## src/rtl/fifo_burst_reader.sv

```systemverilog
// fifo_burst_reader: read-side burst master for a same-clock FIFO; streams words out with an end-of-burst marker.
// Latency: read request in cycle N, word visible on o_m_valid from cycle N+2 (1 word/cycle sustained).
// Backpressure: i_m_ready low holds the 2-entry output buffer; reads throttle so in-flight + buffered <= 2.
// Optional: define FIFO_BURST_READER_STATS_EN to add o_word_cnt / o_burst_cnt transfer counters.
module fifo_burst_reader #(
  parameter int WIDTH      = 8,
  parameter int FIFO_DEPTH = 16,
  parameter int BURST_LEN  = 4,
  parameter int TIMEOUT    = 32,
  localparam int COUNT_W   = $clog2(FIFO_DEPTH)
) (
  input  logic               i_clk,
  input  logic               i_rst,
  output logic               o_fifo_rd_en,
  input  logic [WIDTH-1:0]   i_fifo_rd_data,
  input  logic               i_fifo_rd_valid,
  input  logic               i_fifo_e_flag,
  input  logic [COUNT_W-1:0] i_fifo_count,
  output logic [WIDTH-1:0]   o_m_data,
  output logic               o_m_valid,
  output logic               o_m_last,
  input  logic               i_m_ready,
`ifdef FIFO_BURST_READER_STATS_EN
  output logic [31:0]        o_word_cnt,
  output logic [15:0]        o_burst_cnt,
`endif
  output logic               o_busy
);

  localparam int BEAT_W = $clog2(BURST_LEN + 1);
  localparam int TMR_W  = (TIMEOUT > 1) ? $clog2(TIMEOUT) : 1;

  localparam logic [BEAT_W-1:0] BURST_FULL = BEAT_W'(BURST_LEN);
  // Timer value on which a partial burst is launched; unused when TIMEOUT is 0.
  localparam logic [TMR_W-1:0]  TMR_LAST   = TMR_W'((TIMEOUT > 0) ? (TIMEOUT - 1) : 0);

  typedef enum logic {
    ST_IDLE  = 1'b0,
    ST_BURST = 1'b1
  } state_t;

  // FSM and burst bookkeeping
  state_t            state_q, state_d;
  logic [TMR_W-1:0]  timer_q, timer_d;
  logic [BEAT_W-1:0] beats_q, beats_d;
  logic [BEAT_W-1:0] target_q, target_d;

  // One read can be in flight; its last tag travels with it into the buffer.
  logic              inflight_q, inflight_d;
  logic              inflight_last_q, inflight_last_d;

  // Two-entry in-order output buffer; entry 0 is the head driving the stream outputs.
  logic [WIDTH-1:0]  ent_dat_q [2];
  logic [WIDTH-1:0]  ent_dat_d [2];
  logic [1:0]        ent_last_q, ent_last_d;
  logic [1:0]        occ_q, occ_d;

  logic              pop;
  logic              push;
  logic              push_last;
  logic              room;
  logic              tag_pending;
  logic              full_ready;
  logic              partial_ready;
  logic              rd_en;
  logic              issue_last;
  logic              retag;
  logic              retag_inflight;
  logic              retag_ent0;
  logic              retag_ent1;

  assign pop  = (occ_q != 2'd0) & i_m_ready;
  assign push = inflight_q & i_fifo_rd_valid;

  // Words owed to the buffer after this cycle must stay within its two entries.
  assign room = ({1'b0, occ_q} + {2'b00, inflight_q}) < (3'd2 + {2'b00, pop});

  // A last-tagged word is still on its way out; the burst cannot end until it is popped.
  assign tag_pending = (inflight_q & inflight_last_q) | (|ent_last_q);

  assign full_ready    = (int'(i_fifo_count) >= BURST_LEN);
  assign partial_ready = (TIMEOUT != 0) && (timer_q == TMR_LAST) && !i_fifo_e_flag;

  // Early close: the newest issued word takes the last tag. A head word leaving this
  // cycle is already gone downstream, so it cannot be tagged.
  assign retag_inflight = retag & inflight_q;
  assign retag_ent1     = retag & !inflight_q & (occ_q == 2'd2);
  assign retag_ent0     = retag & !inflight_q & (occ_q == 2'd1) & !pop;
  assign push_last      = inflight_last_q | retag_inflight;

  // Next-state, read issue and burst-close decisions.
  always_comb begin
    state_d         = state_q;
    timer_d         = timer_q;
    beats_d         = beats_q;
    target_d        = target_q;
    rd_en           = 1'b0;
    issue_last      = 1'b0;
    retag           = 1'b0;
    inflight_d      = 1'b0;
    inflight_last_d = 1'b0;
    unique case (state_q)
      ST_IDLE: begin
        beats_d = '0;
        timer_d = i_fifo_e_flag ? '0 : (timer_q + 1'b1);
        if (full_ready) begin
          state_d  = ST_BURST;
          target_d = BURST_FULL;
          timer_d  = '0;
        end else if (partial_ready) begin
          // Count is below BURST_LEN on this branch, so it fits the beat counter.
          state_d  = ST_BURST;
          target_d = BEAT_W'(i_fifo_count);
          timer_d  = '0;
        end
      end
      ST_BURST: begin
        timer_d = '0;
        if (i_fifo_e_flag) begin
          if (beats_q < target_q) begin
            target_d = beats_q;
            retag    = 1'b1;
          end
        end else if ((beats_q < target_q) && room && !i_rst) begin
          rd_en      = 1'b1;
          beats_d    = beats_q + 1'b1;
          issue_last = ((beats_q + 1'b1) == target_q);
        end
        if (pop && ent_last_q[0]) begin
          state_d = ST_IDLE;
        end else if ((beats_q == target_q) && !tag_pending) begin
          // Closed burst whose last word could not be tagged.
          state_d = ST_IDLE;
        end
      end
      default: state_d = ST_IDLE;
    endcase
    inflight_d      = rd_en;
    inflight_last_d = issue_last;
  end

  // Output buffer update: apply any retag, then pop the head, then append the returning word.
  always_comb begin
    ent_dat_d[0] = ent_dat_q[0];
    ent_dat_d[1] = ent_dat_q[1];
    ent_last_d   = ent_last_q;
    occ_d        = occ_q;
    if (retag_ent0) ent_last_d[0] = 1'b1;
    if (retag_ent1) ent_last_d[1] = 1'b1;
    if (pop) begin
      ent_dat_d[0]  = ent_dat_d[1];
      ent_last_d[0] = ent_last_d[1];
      ent_last_d[1] = 1'b0;
      occ_d         = occ_q - 2'd1;
    end
    if (push) begin
      if (occ_d == 2'd0) begin
        ent_dat_d[0]  = i_fifo_rd_data;
        ent_last_d[0] = push_last;
      end else begin
        ent_dat_d[1]  = i_fifo_rd_data;
        ent_last_d[1] = push_last;
      end
      occ_d = occ_d + 2'd1;
    end
  end

  // FSM, counters and in-flight tracking registers.
  always_ff @(posedge i_clk) begin
    if (i_rst) begin
      state_q         <= ST_IDLE;
      timer_q         <= '0;
      beats_q         <= '0;
      target_q        <= '0;
      inflight_q      <= 1'b0;
      inflight_last_q <= 1'b0;
    end else begin
      state_q         <= state_d;
      timer_q         <= timer_d;
      beats_q         <= beats_d;
      target_q        <= target_d;
      inflight_q      <= inflight_d;
      inflight_last_q <= inflight_last_d;
    end
  end

  // Output buffer registers; a reset discards any buffered words.
  always_ff @(posedge i_clk) begin
    if (i_rst) begin
      ent_dat_q[0] <= '0;
      ent_dat_q[1] <= '0;
      ent_last_q   <= '0;
      occ_q        <= '0;
    end else begin
      ent_dat_q[0] <= ent_dat_d[0];
      ent_dat_q[1] <= ent_dat_d[1];
      ent_last_q   <= ent_last_d;
      occ_q        <= occ_d;
    end
  end

  assign o_fifo_rd_en = rd_en;
  assign o_m_data     = ent_dat_q[0];
  assign o_m_valid    = (occ_q != 2'd0);
  assign o_m_last     = ent_last_q[0];
  assign o_busy       = (state_q == ST_BURST);

`ifdef FIFO_BURST_READER_STATS_EN
  logic [31:0] word_cnt_q;
  logic [15:0] burst_cnt_q;

  // Free-running transfer counters; both wrap on overflow.
  always_ff @(posedge i_clk) begin
    if (i_rst) begin
      word_cnt_q  <= '0;
      burst_cnt_q <= '0;
    end else begin
      if (pop) word_cnt_q <= word_cnt_q + 32'd1;
      if (pop && ent_last_q[0]) burst_cnt_q <= burst_cnt_q + 16'd1;
    end
  end

  assign o_word_cnt  = word_cnt_q;
  assign o_burst_cnt = burst_cnt_q;
`endif

endmodule

```

## config.mk

```make
export PLATFORM = sky130hd
export DESIGN_NAME = fifo_burst_reader
export DESIGN_NICKNAME = d
export VERILOG_FILES = /design/src/rtl/fifo_burst_reader.sv
export SDC_FILE = /design/constraint.sdc
export NUM_CORES = 1
export LEC_CHECK = 0
export CORE_MARGIN = 5
export CORE_UTILIZATION = 53
export CTS_BUF_LIST = sky130_fd_sc_hd__clkbuf_4 sky130_fd_sc_hd__clkbuf_8
export DETAILED_ROUTE_END_ITERATION = 10
export DONT_BUFFER_PORTS = 1
export PLACE_DENSITY = 0.7
export RECOVER_POWER = 25
export SYNTH_ARGS = -nofsm -noshare
export SYNTH_HDL_FRONTEND = slang
export SYNTH_SLANG_ARGS = --single-unit
```

## constraint.sdc

```tcl
create_clock -name i_clk -period 5.6 [get_ports i_clk]
set_input_delay 1.4 -clock i_clk [delete_from_list [all_inputs] [get_ports i_clk]]
set_output_delay 1.4 -clock i_clk [all_outputs]
set_load 0.005 [all_outputs]
```

==> results.py, run 1 <==
metrics = {
    "grt": {
        "grt_util_met3_pct": 4.825,
        "grt_pass1_wl_mm": 6.244,
        "gr-usage-all-layers_pct": 18.24,
        "busiest_layer": "met2",
        "grt_pass1_vias": 1372,
        "grt_use_met1_pct": 21.38,
        "antenna_found_initial": 0,
        "grt_max_degree": 31,
        "use_met2_pct": 30.55,
        "grt_overflow": 0,
    },
    "pwr": {
        "p_clk_share_pct": 27.6,
        "seqPwrFrac_pct": 51.1,
        "peakVddDrop_v": 0.0001339,
        "swShare_pct": 31.59,
        "p_leak_nw": 0.6553,
        "internal_power_mw": 0.3613,
        "p_per_area_nw_per_um2": 298.5,
        "finalPower_mw": 0.5281,
        "switching_power_mw": 0.1668,
        "combPwrFrac_pct": 21.3,
    },
    "critical_path": {
        "critical_path_depth": 3,
        "ff2ff_path_depth": 8,
        "crit_slowest_cell": "a2111oi_2",
        "reg2reg_setup_slack_ns": 2.71,
        "path_buf_inv": 0,
        "critical_path_required_ns": 4.20,
        "crit_family": "simple AND/OR/NAND/NOR gates",
        "path_class": "in -> out",
        "r2r_start": "occ_q[0]",
        "end_kind": "output port",
        "r2r_end": "ent_last_q[0]",
        "crit_chain": "or3b_4, a2111oi_2, and3_1",
        "crit_arrival_ns": 2.52,
        "critPathLaunchType": "input port",
        "crit_path_max_fanout": 4,
        "max_stage_delay_ns": 0.50,
    },
    "drt": {
        "postRouteAntennaNets": 0,
        "drc": 0,
        "drt-initial-drc-count": 83,
        "drt_pass1_iterations": 4,
        "routed_via_density": 5.728,
        "vias": 1392,
        "routed_wl_mm": 3.529,
        "wl_per_cell_um": 14.52,
    },
    "cells_and_area": {
        "fillers": 321,
        "final_nets": 227,
        "syn_to_final_growth_pct": 1.581,
        "fin_cells": 243,
        "n_antenna_cell": 0,
        "finish.utilization_pct": 57.02,
        "stdcell_area_sq_um": 1769,
        "final_common_cell": "nand2_1",
        "drive_gt1_share_pct": 7.035,
        "mostFrequentLayoutCells": "nand2_1, dfxtp_1, nor2_1",
    },
    "clock_network": {
        "cts_made_buffers": 5,
        "hold_buffers": 0,
        "cts_max_path_buffers": 2,
        "path_clk_slew_ns": 0.11,
        "cts_num_sinks": 34,
        "cts_root_buf": "clkbuf_4",
        "cts_max_level": 2,
        "cts_resized": 0,
        "tritoncts": "done",
        "insertion_delay_ns": 0.34,
        "cts_setup_buffers": 0,
    },
    "synth": {
        "syn_nets": 236,
        "synth-warning-count": 0,
        "postSynthCellCount": 207,
        "yosysSeqAreaShare_pct": 39.08,
        "ys_seq_elements": 34,
        "netlist_area_sq_um": 1742,
        "synth.avg_cell_area_sq_um": 8.414,
        "synth_cell_types": 37,
    },
    "placement": {
        "dp_hpwl_mm": 2.576,
        "dpl_cell_area_sq_um": 1707,
        "routabilityCongestion": 0.8471,
        "place_ws_ns": 1.677,
        "io_buffers": 0,
        "dpl.cell_count": 235,
    },
    "timing": {
        "tightest_slew_ns": 0.6513,
        "finalCritPeriodShare_pct": 69.96,
        "setup_viol": 0,
        "max_freq_ghz": 0.2553,
        "maxSlewViolCount": 0,
        "holdWs_ns": 0.4570,
        "setup_slack_ns": 1.682,
        "tns_ns": 0,
        "fin_crit_ns": 3.918,
        "rsz0062_at_grt": "no",
        "max_slew_margin_pct": 56.46,
        "fin_skew_ns": 0.009800,
        "hold_viol": 0,
    },
    "hold_path": {
        "hp-class": "reg -> reg",
        "holdPathStages": 2,
        "hp-start": "ent_dat_q[0][13]",
        "holdPathEnd": "ent_dat_q[0][13]",
    },
    "die": {
        "die_area_sq_um": 4533,
        "io_pins": 29,
        "core-area_sq_um": 3103,
        "rows": 20,
        "die_h_um": 67.33,
        "start_util_pct": 56.13,
        "dieWidth_um": 67.33,
    },
    "outcome": {
        "outcome": "completed",
    },
    "run": {
        "maxCapViolCount": 0,
    },
}
[how the worst max path moves through the flow]
stage,start,endpoint
after CTS,i_m_ready,o_fifo_rd_en
after global routing,i_m_ready,o_fifo_rd_en
final,i_m_ready,o_fifo_rd_en
after floorplan,i_m_ready,o_fifo_rd_en
after global placement,i_m_ready,o_fifo_rd_en
after detailed placement,i_m_ready,o_fifo_rd_en
[power by group through the flow]
stage / Clock [mW] / Sequential (mW) / Combinational (mW)
detailed placement: 0 / 0.276 / 0.111
finish: 0.146 / 0.270 / 0.113
global placement: 0 / 0.275 / 0.108
floorplan: 0 / 0.269 / 0.100
CTS: 0.152 / 0.270 / 0.113
global route: 0.165 / 0.272 / 0.130
[cell usage after synthesis]
| master | n | area, sq um |
|---|---|---|
| nand2_1 | 36 | 135.1 |
| dfxtp_1 | 34 | 680.7 |
| nor2_1 | 18 | 67.56 |
| a21oi_1 | 16 | 80.08 |
| ha_1 | 12 | 150.1 |
| a311oi_1 | 11 | 96.34 |
| inv_1 | 10 | 37.54 |
| buf_4 | 8 | 60.06 |
| clkbuf_1 | 8 | 30.03 |
| and3_1 | 5 | 31.28 |
| nand3_1 | 5 | 25.02 |
| xnor2_1 | 5 | 43.79 |
| o21ai_0 | 4 | 20.02 |
| nor3_1 | 3 | 15.01 |
| or3_1 | 3 | 18.77 |
| a21o_1 | 2 | 15.01 |
| a222oi_1 | 2 | 20.02 |
| nand2b_1 | 2 | 12.51 |
| nor2b_1 | 2 | 12.51 |
| o41ai_1 | 2 | 17.52 |
| or2_2 | 2 | 12.51 |
| xor2_1 | 2 | 17.52 |
| a2111o_1 | 1 | 11.26 |
| a2111oi_2 | 1 | 15.01 |
| a211oi_1 | 1 | 7.510 |
| a22oi_1 | 1 | 7.510 |
| a31oi_1 | 1 | 6.260 |
| and2b_2 | 1 | 8.760 |
| and3b_1 | 1 | 8.760 |
| and4b_1 | 1 | 10.01 |
| nor4_1 | 1 | 6.260 |
| nor4b_2 | 1 | 15.01 |
| o31ai_1 | 1 | 7.510 |
| o41a_1 | 1 | 11.26 |
| or2b_2 | 1 | 8.760 |
| or3b_4 | 1 | 11.26 |
| or4_1 | 1 | 7.510 |
[worst reg2reg max path, stage by stage (launching register included)]
cell	delay [ns]
dfxtp_1	0.43
inv_1	0.09
ha_1	0.24
and2b_1	0.49
xnor2_1	0.22
ha_1	0.24
nand3_1	0.48
or3_1	0.55
o41ai_1	0.07
[cell type report]
type	count	area (sq um)	share of cell area [%]
multi-input combinational	147	932.1	52.69
sequential	34	680.7	38.47
tap	44	55.05	3.112
clock buffer	6	51.30	2.900
inverter	10	37.54	2.122
clock inverter	2	12.51	0.7072
[flip-flops by register name, indices dropped and copies added (netlist names)]
signal / flops
inflight_last_q: 1
beats_q: 3
occ_q: 2
o_busy: 1
ent_dat_q: 16
inflight_q: 1
timer_q: 5
target_q: 3
ent_last_q: 2
[routing by layer]
layer  vias to the layer above  wire, um
met2                        34      1734
met5                         -         0
met4                         0        87
met1                       642      1486
li1                        706         -
met3                        10       221
[cell families (layout without fill, tap and decap cells)]
family | count (synthesis) | in the layout | synth area share (%)
XOR/XNOR | 7 | 7 | 3.520
AND/OR/NAND/NOR | 84 | 84 | 23.35
flip-flops | 34 | 34 | 39.08
AO/OA/AOI/OAI | 44 | 44 | 18.10
adder cells (fa/ha/maj) | 12 | 12 | 8.620
buffers and inverters | 26 | 18 | 7.328
(Power assumes the default switching activity.)
==> run 2, diff against run 1 <==
--- a/config.mk
+++ b/config.mk
@@ -10,7 +10,7 @@
 export CTS_BUF_LIST = sky130_fd_sc_hd__clkbuf_4 sky130_fd_sc_hd__clkbuf_8
 export DETAILED_ROUTE_END_ITERATION = 10
 export DONT_BUFFER_PORTS = 1
-export PLACE_DENSITY = 0.7
+export PLACE_DENSITY = 0.73
 export RECOVER_POWER = 25
 export SYNTH_ARGS = -nofsm -noshare
 export SYNTH_HDL_FRONTEND = slang
==> constraint.sdc (replaced) <==
create_clock -name i_clk -period 3.5 [get_ports i_clk]
set_input_delay 0.875 -clock i_clk [delete_from_list [all_inputs] [get_ports i_clk]]
set_output_delay 0.875 -clock i_clk [all_outputs]
set_load 0.005 [all_outputs]
==> results.py, run 2 (synthesis results as in run 1) <==
metrics = {
    "outcome": {
        "outcome": "completed",
    },
    "timing": {
        "holdWs_ns": 0.4565,
        "hold_viol": 0,
        "maxSlewViolCount": 0,
        "max_slew_margin_pct": 57.89,
        "max_freq_ghz": 0.3208,
        "fin_crit_ns": 3.118,
        "tns_ns": 0,
        "rsz0062_at_grt": "no",
        "setup_viol": 0,
        "finalCritPeriodShare_pct": 89.07,
        "tightest_slew_ns": 0.6294,
        "fin_skew_ns": 0.007517,
    },
    "die": {
        "die_h_um": 67.33,
        "start_util_pct": 56.13,
        "rows": 20,
        "io_pins": 29,
        "die_area_sq_um": 4533,
        "core-area_sq_um": 3103,
        "dieWidth_um": 67.33,
    },
    "grt": {
        "antenna_found_initial": 0,
        "grt_overflow": 0,
        "gr-usage-all-layers_pct": 17.65,
        "grt_max_degree": 31,
        "grt_pass1_wl_mm": 6.113,
        "grt_pass1_vias": 1361,
    },
    "critical_path": {
        "max_stage_delay_ns": 0.48,
        "cp-startpoint": "occ_q[0]",
        "crit_arrival_ns": 2.24,
        "critical_path_required_ns": 2.62,
        "crit_chain": "inv_1, ha_1, or3b_4, a2111oi_2, and3_1",
        "critPathLaunchType": "flop",
        "crit_path_max_fanout": 4,
        "path_class": "reg -> out",
        "crit_family": "simple AND/OR/NAND/NOR gates",
        "r2r_start": "occ_q[0]",
        "end_kind": "output port",
        "crit_slowest_cell": "a2111oi_2",
        "path_buf_inv": 1,
    },
    "hold_path": {
        "hp-start": "ent_dat_q[0][14]",
        "hp-class": "reg -> reg",
    },
    "clock_network": {
        "path_clk_slew_ns": 0.11,
        "cts_max_path_buffers": 2,
        "cts_root_buf": "clkbuf_4",
        "tritoncts": "done",
        "insertion_delay_ns": 0.34,
        "cts_num_sinks": 34,
        "cts_setup_buffers": 0,
        "cts_made_buffers": 5,
        "cts_max_level": 2,
        "cts_resized": 0,
        "hold_buffers": 0,
    },
    "drt": {
        "drt-initial-drc-count": 95,
        "postRouteAntennaNets": 0,
        "drc": 0,
        "routed_via_density": 5.709,
        "routed_wl_mm": 3.463,
        "wl_per_cell_um": 14.19,
        "drt_pass1_iterations": 4,
        "vias": 1393,
    },
    "cells_and_area": {
        "fillers": 299,
        "top_regs": "ent_dat_q: 16 flops, timer_q: 5 flops",
        "syn_to_final_growth_pct": 2.011,
        "mostFrequentLayoutCells": "nand2_1, dfxtp_1, nor2_1",
        "largest_register_ffs": 16,
        "drive_gt1_share_pct": 7.500,
        "final_nets": 228,
        "top_register": "ent_dat_q",
        "final_common_cell": "nand2_1",
        "multi_input_area_sq_um": 932.1,
        "n_antenna_cell": 0,
        "seq_area_sq_um": 680.7,
    },
    "pwr": {
        "p_per_area_nw_per_um2": 479.7,
        "peakVddDrop_v": 0.0002120,
        "p_leak_nw": 0.6639,
    },
    "placement": {
        "io_buffers": 0,
        "routabilityCongestion": 0.7609,
        "dp_hpwl_mm": 2.559,
    },
    "run": {
        "maxCapViolCount": 0,
    },
}
-- run 2: area by class of cell --
cell class / count / area share, %
multi-input combinational: 147 / 52.46
sequential: 34 / 38.31
clock buffer: 7 / 3.310
tap: 44 / 3.099
inverter: 10 / 2.113
timing repair buffer: 1 / 0.4225
clock inverter: 1 / 0.2817
-- run 2: worst paths after layout --
check                                         to  slack [ns]  cells past startpoint
worst max-delay path                o_fifo_rd_en        0.38                      5
worst min-delay path            ent_dat_q[0][14]        0.46                      2
worst max register to register     ent_last_q[1]        0.95                      8
worst min register to register  ent_dat_q[0][14]        0.46                      2
-- run 2: power breakdown --
part | internal, mW | leakage, nW | switching, mW
Sequential | 0.407 | 0.275 | 0.0242
Clock | 0.105 | 0.0387 | 0.131
Combinational | 0.0769 | 0.350 | 0.108
-- run 2: metrics by stage --
step           area (sq um)  total power, mW  util, %  worst slack, ns  std cells
2_1_floorplan          1742           0.5913        -           0.7152        207
3_3_place_gp           1714           0.6146    55.24           0.6364        236
4_1_cts                1778           0.8622    57.30           0.3568        244
6_report               1777           0.8523    57.26           0.3824        244
3_5_place_dp           1714           0.6260    55.24           0.6286        236
5_1_grt                1777           0.9078    57.26           0.1745        244
-- run 2: tightest hold or removal path, cell delays in order, from the launching register on --
cell	delay, ns
dfxtp_1	0.32
nand2_1	0.05
a21oi_1	0.05
-- run 2: routing by layer --
metal	global-route usage [%]	part of all wire, %	vias up
met4	6.835	0.72	0
met1	21.41	45	654
li1	-	-	705
met2	28.59	46	31
met3	6.156	7.9	3
met5	0	0	-
==> run 3, diff against run 2 <==
--- a/config.mk
+++ b/config.mk
@@ -5,13 +5,16 @@
 export SDC_FILE = /design/constraint.sdc
 export NUM_CORES = 1
 export LEC_CHECK = 0
+export CORE_ASPECT_RATIO = 1.2
 export CORE_MARGIN = 5
 export CORE_UTILIZATION = 53
 export CTS_BUF_LIST = sky130_fd_sc_hd__clkbuf_4 sky130_fd_sc_hd__clkbuf_8
+export CTS_CLUSTER_DIAMETER = 50
 export DETAILED_ROUTE_END_ITERATION = 10
 export DONT_BUFFER_PORTS = 1
 export PLACE_DENSITY = 0.73
 export RECOVER_POWER = 25
+export SKIP_LAST_GASP = 1
 export SYNTH_ARGS = -nofsm -noshare
 export SYNTH_HDL_FRONTEND = slang
 export SYNTH_SLANG_ARGS = --single-unit
==> results.py, run 3 (synthesis results as in run 1) <==
metrics = {
    "timing": {
        "setup_viol": 0,
        "rsz0062_at_grt": "no",
        "tightest_slew_ns": 0.5978,
        "fin_crit_ns": 3.202,
        "finalCritPeriodShare_pct": 91.48,
        "maxSlewViolCount": 0,
        "max_slew_margin_pct": 60.00,
        "fin_skew_ns": 0.01184,
        "tns_ns": 0,
        "hold_viol": 0,
        "holdWs_ns": 0.4587,
        "max_freq_ghz": 0.3123,
        "setup_slack_ns": 0.2980,
    },
    "grt": {
        "grt_max_degree": 31,
        "gr-usage-all-layers_pct": 17.53,
        "grt_overflow": 0,
        "grt_pass1_vias": 1484,
        "grt_pass1_wl_mm": 6.410,
        "antenna_found_initial": 0,
    },
    "pwr": {
        "seqPwrFrac_pct": 50.7,
        "finalPower_mw": 0.8507,
        "p_clk_share_pct": 27.3,
        "swShare_pct": 31.81,
        "p_per_area_nw_per_um2": 481.5,
        "combPwrFrac_pct": 22.0,
        "switching_power_mw": 0.2706,
        "peakVddDrop_v": 0.0002695,
        "internal_power_mw": 0.5801,
        "p_leak_nw": 0.6594,
    },
    "die": {
        "die_area_sq_um": 4537,
        "start_util_pct": 55.99,
        "io_pins": 29,
        "die_h_um": 72.80,
        "core-area_sq_um": 3110,
        "rows": 22,
        "dieWidth_um": 62.33,
    },
    "clock_network": {
        "hold_buffers": 0,
        "cts_max_level": 2,
        "cts_root_buf": "clkbuf_4",
        "tritoncts": "done",
        "cts_max_path_buffers": 2,
        "cts_setup_buffers": 0,
        "cts_made_buffers": 5,
        "cts_resized": 0,
        "insertion_delay_ns": 0.34,
        "path_clk_slew_ns": 0.11,
        "cts_num_sinks": 34,
    },
    "cells_and_area": {
        "fillers": 299,
        "final_common_cell": "nand2_1",
        "mostFrequentLayoutCells": "nand2_1, dfxtp_1, nor2_1",
        "fin_cells": 236,
        "finish.utilization_pct": 56.80,
        "top_regs": "ent_dat_q: 16 flops, timer_q: 5 flops",
        "drive_gt1_share_pct": 7.500,
        "syn_to_final_growth_pct": 1.437,
        "final_nets": 228,
        "top_register": "ent_dat_q",
        "largest_register_ffs": 16,
        "stdcell_area_sq_um": 1767,
        "n_antenna_cell": 0,
    },
    "drt": {
        "drt-initial-drc-count": 77,
        "drc": 0,
        "routed_wl_mm": 3.682,
        "wl_per_cell_um": 15.60,
        "routed_via_density": 5.936,
        "drt_pass1_iterations": 4,
        "postRouteAntennaNets": 0,
        "vias": 1401,
    },
    "critical_path": {
        "crit_slowest_cell": "a2111oi_2",
        "path_buf_inv": 1,
        "path_class": "reg -> out",
        "max_stage_delay_ns": 0.55,
        "critPathLaunchType": "flop",
        "crit_arrival_ns": 2.33,
        "crit_path_max_fanout": 4,
        "crit_family": "simple AND/OR/NAND/NOR gates",
        "crit_chain": "inv_1, ha_1, or3b_4, a2111oi_2, and3_1",
        "critical_path_required_ns": 2.62,
        "end_kind": "output port",
    },
    "outcome": {
        "outcome": "completed",
    },
    "placement": {
        "routabilityCongestion": 0.8516,
        "dpl.cell_count": 228,
        "dp_hpwl_mm": 2.761,
        "dpl_cell_area_sq_um": 1704,
        "io_buffers": 0,
        "place_ws_ns": 0.5682,
    },
    "hold_path": {
        "hp-class": "reg -> reg",
    },
    "run": {
        "maxCapViolCount": 0,
    },
}
[run 3: changes by cell type in the layout (fill, tap and decap cells not counted)]
| cell | before | now |
|---|---|---|
| clkinvlp_4 | 0 | 1 |
| clkbuf_4 | 6 | 5 |
[run 3: final cells by class]
cell class / instances / area, sq um / area share, %
clock buffer: 6 / 51.30 / 2.904
clock inverter: 2 / 12.51 / 0.7082
inverter: 10 / 37.54 / 2.125
multi-input combinational: 147 / 932.1 / 52.76
sequential: 34 / 680.7 / 38.53
tap: 36 / 45.04 / 2.550
timing repair buffer: 1 / 7.507 / 0.4249
[run 3: power by group through the flow]
stage	Clock [mW]	Combinational, mW	Sequential [mW]
after floorplan	0	0.161	0.431
after global placement	0	0.176	0.439
after detailed placement	0	0.188	0.440
after CTS	0.240	0.189	0.431
after global routing	0.261	0.213	0.435
final	0.232	0.187	0.431
[run 3: final timing paths]
check        slack [ns]  cells past startpoint               end              from
max                0.30                      5      o_fifo_rd_en          occ_q[0]
min                0.46                      2  ent_dat_q[0][10]  ent_dat_q[0][10]
max reg2reg        0.98                      8     ent_last_q[1]          occ_q[0]
min reg2reg        0.46                      2  ent_dat_q[0][10]  ent_dat_q[0][10]
[run 3: per-layer routing]
layer | global-route usage [%] | vias up | share of wire, %
met5 | 0 | - | 0
met4 | 9.670 | 0 | 1.7
li1 | - | 708 | -
met1 | 17.11 | 647 | 39
met2 | 31.34 | 40 | 53
met3 | 7.242 | 6 | 6.9
[run 3: worst min-delay path, stage by stage (launching register included)]
cell     delay [ns]
dfxtp_1        0.33
nand2_1        0.05
a21oi_1        0.05
